**src/rtl/manch_uart_rx.sv**
```systemverilog
// Manchester-coded UART receiver: 2-flop sync, chip sampling, valid/ready out.
// Define MANCH_RX_RESYNC_EN to re-centre sampling on every mid-bit transition.
module manch_uart_rx #(
  parameter int DATA_BITS = 8,
  parameter int STOP_BITS = 1,
  parameter int BAUDRATE  = 115200,
  parameter int CLK_FREQ  = 18_750_000
) (
  input  logic                 clk,
  input  logic                 reset_n,
  input  logic                 rx,
  output logic [DATA_BITS-1:0] rx_data,
  output logic                 rx_valid,
  input  logic                 rx_ready,
  output logic                 err_manch,
  output logic                 err_frame,
  output logic                 err_overrun
);

  localparam int FULLBAUD = CLK_FREQ / BAUDRATE;
  localparam int HALFBAUD = FULLBAUD / 2;
  localparam int QUARTER  = FULLBAUD / 4;
  localparam int CW       = $clog2(FULLBAUD);
  localparam int BW       = $clog2(DATA_BITS);

  localparam logic [CW-1:0] CNT_LAST = CW'(FULLBAUD - 1);
  localparam logic [CW-1:0] CNT_A    = CW'(QUARTER);
  localparam logic [CW-1:0] CNT_B    = CW'(HALFBAUD + QUARTER);
  localparam logic [CW-1:0] CNT_MID  = CW'(HALFBAUD);
  localparam logic [BW-1:0] BIT_LAST = BW'(DATA_BITS - 1);
  localparam logic [BW-1:0] STP_LAST = BW'(STOP_BITS - 1);

  typedef enum logic [2:0] {
    IDLE  = 3'b000,
    START = 3'b001,
    DATA  = 3'b010,
    STOP  = 3'b100
  } state_e;

  state_e               state_q, state_d;
  logic [CW-1:0]        cnt_q, cnt_d;
  logic [BW-1:0]        bit_q, bit_d;
  logic                 chip_a_q, chip_a_d;
  logic [DATA_BITS-1:0] shift_q, shift_d;

  logic                 rx_meta_q, rx_s_q, rx_prev_q;
  logic [DATA_BITS-1:0] rx_data_q, rx_data_d;
  logic                 rx_valid_q, rx_valid_d;
  logic                 manch_q, manch_d;
  logic                 frame_q, frame_d;
  logic                 ovr_q, ovr_d;

  logic                 fall;
  logic                 resync;
  logic                 done;
  logic                 cnt_wrap;
  logic [CW-1:0]        cnt_step;

  assign fall     = rx_prev_q & ~rx_s_q;
  assign cnt_wrap = (cnt_q == CNT_LAST);

`ifdef MANCH_RX_RESYNC_EN
  localparam int EIGHTH = FULLBAUD / 8;
  localparam logic [CW-1:0] WIN_LO = CW'(HALFBAUD - EIGHTH);
  localparam logic [CW-1:0] WIN_HI = CW'(HALFBAUD + EIGHTH);
  localparam logic [CW-1:0] CNT_RS = CW'(HALFBAUD + 1);

  logic rx_edge;
  logic in_win;

  assign rx_edge = rx_prev_q ^ rx_s_q;
  assign in_win  = (cnt_q >= WIN_LO) && (cnt_q <= WIN_HI);
  assign resync  = rx_edge && in_win;
  assign cnt_step = resync ? CNT_RS
                  : cnt_wrap ? '0 : cnt_q + CW'(1);
`else
  assign resync   = 1'b0;
  assign cnt_step = cnt_wrap ? '0 : cnt_q + CW'(1);
`endif

  always_ff @(posedge clk or negedge reset_n) begin
    if (!reset_n) begin
      state_q    <= IDLE;
      cnt_q      <= '0;
      bit_q      <= '0;
      chip_a_q   <= 1'b0;
      shift_q    <= '0;
      rx_meta_q  <= 1'b1;
      rx_s_q     <= 1'b1;
      rx_prev_q  <= 1'b1;
      rx_data_q  <= '0;
      rx_valid_q <= 1'b0;
      manch_q    <= 1'b0;
      frame_q    <= 1'b0;
      ovr_q      <= 1'b0;
    end else begin
      state_q    <= state_d;
      cnt_q      <= cnt_d;
      bit_q      <= bit_d;
      chip_a_q   <= chip_a_d;
      shift_q    <= shift_d;
      rx_meta_q  <= rx;
      rx_s_q     <= rx_meta_q;
      rx_prev_q  <= rx_s_q;
      rx_data_q  <= rx_data_d;
      rx_valid_q <= rx_valid_d;
      manch_q    <= manch_d;
      frame_q    <= frame_d;
      ovr_q      <= ovr_d;
    end
  end

  always_comb begin
    state_d  = state_q;
    cnt_d    = cnt_q;
    bit_d    = bit_q;
    chip_a_d = chip_a_q;
    shift_d  = shift_q;
    manch_d  = 1'b0;
    frame_d  = 1'b0;
    done     = 1'b0;
    case (state_q)
      IDLE: begin
        cnt_d = '0;
        bit_d = '0;
        // the detect cycle itself is count 0
        if (fall) begin
          state_d = START;
          cnt_d   = CW'(1);
        end
      end
      START: begin
        cnt_d = cnt_step;
        if (cnt_q == CNT_A) begin
          chip_a_d = rx_s_q;
          if (rx_s_q) begin
            state_d = IDLE;
            cnt_d   = '0;
          end
        end else if (cnt_q == CNT_B && !rx_s_q) begin
          frame_d = 1'b1;
          state_d = IDLE;
          cnt_d   = '0;
        end else if (cnt_wrap) begin
          state_d = DATA;
          bit_d   = '0;
        end
      end
      DATA: begin
        cnt_d = cnt_step;
        if (cnt_q == CNT_A) begin
          chip_a_d = rx_s_q;
        end else if (cnt_q == CNT_B) begin
          if (chip_a_q == rx_s_q) begin
            manch_d = 1'b1;
            state_d = IDLE;
            cnt_d   = '0;
            bit_d   = '0;
          end else begin
            shift_d[bit_q] = chip_a_q;
          end
        end else if (cnt_wrap) begin
          if (bit_q == BIT_LAST) begin
            state_d = STOP;
            bit_d   = '0;
          end else begin
            bit_d = bit_q + BW'(1);
          end
        end
      end
      STOP: begin
        cnt_d = cnt_step;
        if (cnt_q == CNT_MID) begin
          if (!rx_s_q) begin
            frame_d = 1'b1;
            state_d = IDLE;
            cnt_d   = '0;
            bit_d   = '0;
          end else if (bit_q == STP_LAST) begin
            // leave early so a start edge in the tail half is caught
            done    = 1'b1;
            state_d = IDLE;
            cnt_d   = '0;
            bit_d   = '0;
          end
        end else if (cnt_wrap) begin
          bit_d = bit_q + BW'(1);
        end
      end
      default: begin
        state_d = IDLE;
        cnt_d   = '0;
        bit_d   = '0;
      end
    endcase
  end

  always_comb begin
    rx_valid_d = rx_valid_q;
    rx_data_d  = rx_data_q;
    ovr_d      = 1'b0;
    if (rx_valid_q && rx_ready) begin
      rx_valid_d = 1'b0;
    end
    if (done) begin
      if (!rx_valid_q || rx_ready) begin
        rx_data_d  = shift_q;
        rx_valid_d = 1'b1;
      end else begin
        ovr_d = 1'b1;
      end
    end
  end

  assign rx_data     = rx_data_q;
  assign rx_valid    = rx_valid_q;
  assign err_manch   = manch_q;
  assign err_frame   = frame_q;
  assign err_overrun = ovr_q;

endmodule

```
**config.mk**
```make
export PLATFORM = sky130hd
export DESIGN_NAME = manch_uart_rx
export DESIGN_NICKNAME = d
export VERILOG_FILES = /design/src/rtl/manch_uart_rx.sv
export SDC_FILE = /design/constraint.sdc
export NUM_CORES = 1
export LEC_CHECK = 0
export BUFFER_PORTS_ARGS = -buffer_cell sky130_fd_sc_hd__clkbuf_2
export CAP_MARGIN = 40
export CORE_ASPECT_RATIO = 0.7
export CORE_MARGIN = 8
export CORE_UTILIZATION = 39
export DETAILED_ROUTE_END_ITERATION = 7
export SLEW_MARGIN = 25
export SYNTH_ARGS = -nofsm -noshare
export SYNTH_HDL_FRONTEND = slang
export SYNTH_SLANG_ARGS = --single-unit
```
**constraint.sdc**
```tcl
create_clock -name clk -period 3.8 [get_ports clk]
set_input_delay 0.19 -clock clk [delete_from_list [all_inputs] [get_ports clk]]
set_output_delay 0.19 -clock clk [all_outputs]
set_load 0.02 [all_outputs]
```
==> impl_metrics.yaml <==
synthesis:
  syn_area_per_cell_um2: 11.4
  yosys_warnings: 0
  ys_types: 53
  synth-edff-count: 0
  ys_seq_elements: 38
  seq_area_frac_synth: 0.463
  syn_area_mm2: 0.00206
  synthFlopType: "dfrtp_1"
  synth_nets: 190
  async_flop_share: 1.00
  synthCells: 180
routing:
  dr_wl_met3_um: 275
  routed-wl-met2_um: 1450
  wl_per_cell_um: 13.7
  vias_per_cell: 5.09
  drt-pass1-iter-count: 4
  routed.top_layer: "met4"
  num_vias: 1374
  drt_iter0_markers: 112
  drc_errors: 0
  routed_wl_um: 3700
  wl_met1_um: 1930
  antenna_left: 0
power_and_ir_drop:
  power.internal_uw: 752
  total_power_uw: 1010
  powerDensity_mw_per_mm2: 430
  vdd_drop_max_mv: 0.168
  p_sw_uw: 256
  clockPowerShare: 0.405
  pwr-share-comb: 0.148
  p_seq_frac: 0.448
  p_sw_frac: 0.254
  p_leak_uw: 0.00110
cts:
  numCtsBuffers: 5
  holdBufCountCts: 2
  insertion_delay_ns: 0.29
  clk_pin_slew_ns: 0.08
  clock_path_buffers: 2
  post_cts_buffers: 0
  cts_resized: 0
  h-tree-depth: 2
  cts.sink_count: 38
  cts_root_buf: "clkbuf_8"
  tritoncts: "built"
die:
  core_area_mm2: 0.00517
  dieArea_mm2: 0.00790
  fp.dieH_um: 76.8
  die_x_um: 103
  fp-row-count: 22
  top_level_ports: 16
  start_util: 0.398
sta:
  layout_setup_ws_ns: 1.25
  skew_ns: 0.00951
  period_share: 0.670
  min_period_ns: 2.55
  slew-limit-headroom: 0.600
  setup-violations-final: 0
  slew_viol_final: 0
  timing.fmax_ghz: 0.393
  tightest_slew_ns: 0.594
  tns_ns: 0
  rsz0062_at_grt: "false"
  hold_violations: 0
cells_and_area:
  layout_commonest_cell: "dfrtp_1"
  mostFrequentLayoutCells: "dfrtp_1, clkbuf_2, nor2_1"
  final_util: 0.453
  final_layout_size_suffix_gt1_frac: 0.258
  n_antenna_cell: 0
  nets: 207
  areaGrowthSynthToFinish_pct: 13.7
place:
  dp_hpwl_um: 2780
  gp_congestion: 0.923
  portBuffers: 15
  place_ws_ns: 1.27
worst_setup_path:
  path_class: "reg2reg"
  worst_setup_path_start_kind: "register"
  critPathMaxFanout: 8
  endpoint_kind: "register"
  crit_arrival_ns: 2.72
  required_ns: 3.97
global_route:
  track_usage: 0.107
  grt_start_max_net_pins: 22
  antenna_found_initial: 0
  grt_pass1_wl_um: 6730
  grt_overflow: 0
  grt_pass1_vias: 1385
hold_path:
  hp-class: "in2reg"
outcome:
  status: "complete, no violations"
run:
  drv_cap: 0
-- path summary, 6_finish.rpt --
check                      startpoint           to  slack, ns  depth (start not counted)
setup / recovery             cnt_q[1]   rx_data[0]       1.25                          7
hold / removal               rx_ready  err_overrun       0.20                          3
setup reg to reg             cnt_q[1]   rx_data[0]       1.25                          7
hold reg to reg             rx_meta_q       rx_s_q       0.36                          0
max in group asynchronous     reset_n    err_frame       2.94                          3
min in group asynchronous     reset_n   shift_q[1]       0.39                          2
-- critical path: stages, from the launching register on --
cell and delay, ns:
dfrtp_1 0.40, inv_1 0.08, ha_1 0.21, nand4b_4 0.21
nor2b_4 0.18, or4b_4 0.50, nor2b_2 0.51, mux2_4 0.35
-- cell usage after synthesis (2+ instances only) --
cell      number  share of area
nor3_1         5          0.012
o211ai_1       2         0.0073
inv_1          8          0.015
xor2_1         5          0.021
mux2_4         9          0.066
nor3b_1        6          0.022
a21oi_1        4         0.0097
nor4_1         2         0.0061
dfstp_2        3          0.038
o22ai_1        4          0.012
nor2_1        13          0.024
buf_2          3         0.0073
nand3_1        8          0.019
and3_1         2         0.0061
nand3b_1       3          0.011
buf_6          4          0.022
mux2i_1        2         0.0097
mux2_2         4          0.022
nand2b_1       2         0.0061
ha_1           6          0.036
a21o_1         2         0.0073
a31oi_1        2         0.0061
dfrtp_1       35           0.43
nand2_1       12          0.022
mux2_1         3          0.016
o21ai_0        2         0.0049
xnor2_1        3          0.013
-- flip-flops by register name, indices dropped and copies added (netlist names) --
name         count
cnt_q            8
bit_q            3
rx_data          8
err_overrun      1
rx_valid         1
rx_s_q           1
chip_a_q         1
err_frame        1
err_manch        1
state_q          3
shift_q          8
rx_meta_q        1
rx_prev_q        1
-- power by group through the flow --
| stage | Sequential [uW] | Clock [uW] | Combinational, uW |
|---|---|---|---|
| floorplan | 443 | 0 | 133 |
| global placement | 457 | 0 | 147 |
| detailed placement | 458 | 0 | 147 |
| CTS | 451 | 419 | 150 |
| global route | 455 | 436 | 171 |
| finish | 451 | 408 | 149 |
-- metrics by stage --
| stage | instance area (um^2) | hold WS, ns | instances |
|---|---|---|---|
| finish | 2340 | 0.196 | 270 |
| CTS | 2340 | 0.195 | 270 |
| detailed placement | 2190 | 0.179 | 260 |
| global placement | 2160 | 0.280 | 259 |
| global route | 2340 | 0.203 | 270 |
| floorplan | 2060 | -0.106 | 180 |
-- area by class of cell --
class	count	area (um^2)
timing repair buffer	18	123
fill	506	2830
sequential	38	955
multi-input combinational	126	1010
inverter	8	30.0
clock inverter	3	68.8
tap	72	90.1
clock buffer	5	68.8
-- logic make-up (layout without fill, tap and decap cells) --
kind of cell,Yosys count,count (layout),synth area share
compound gates,24,24,0.0868
xor+xnor,8,8,0.0340
fa+ha+maj,6,6,0.0364
buf+inv,16,34,0.0474
flops,38,38,0.463
mux,18,18,0.114
simple gates,70,70,0.219
-- per-layer routing --
layer / track usage / vias up
met3: 0.0334 / 4
met1: 0.156 / 654
met2: 0.140 / 41
met4: 0.0388 / 0
li1: - / 675
met5: 0 / -
Power figures use the tool's default switching activity.
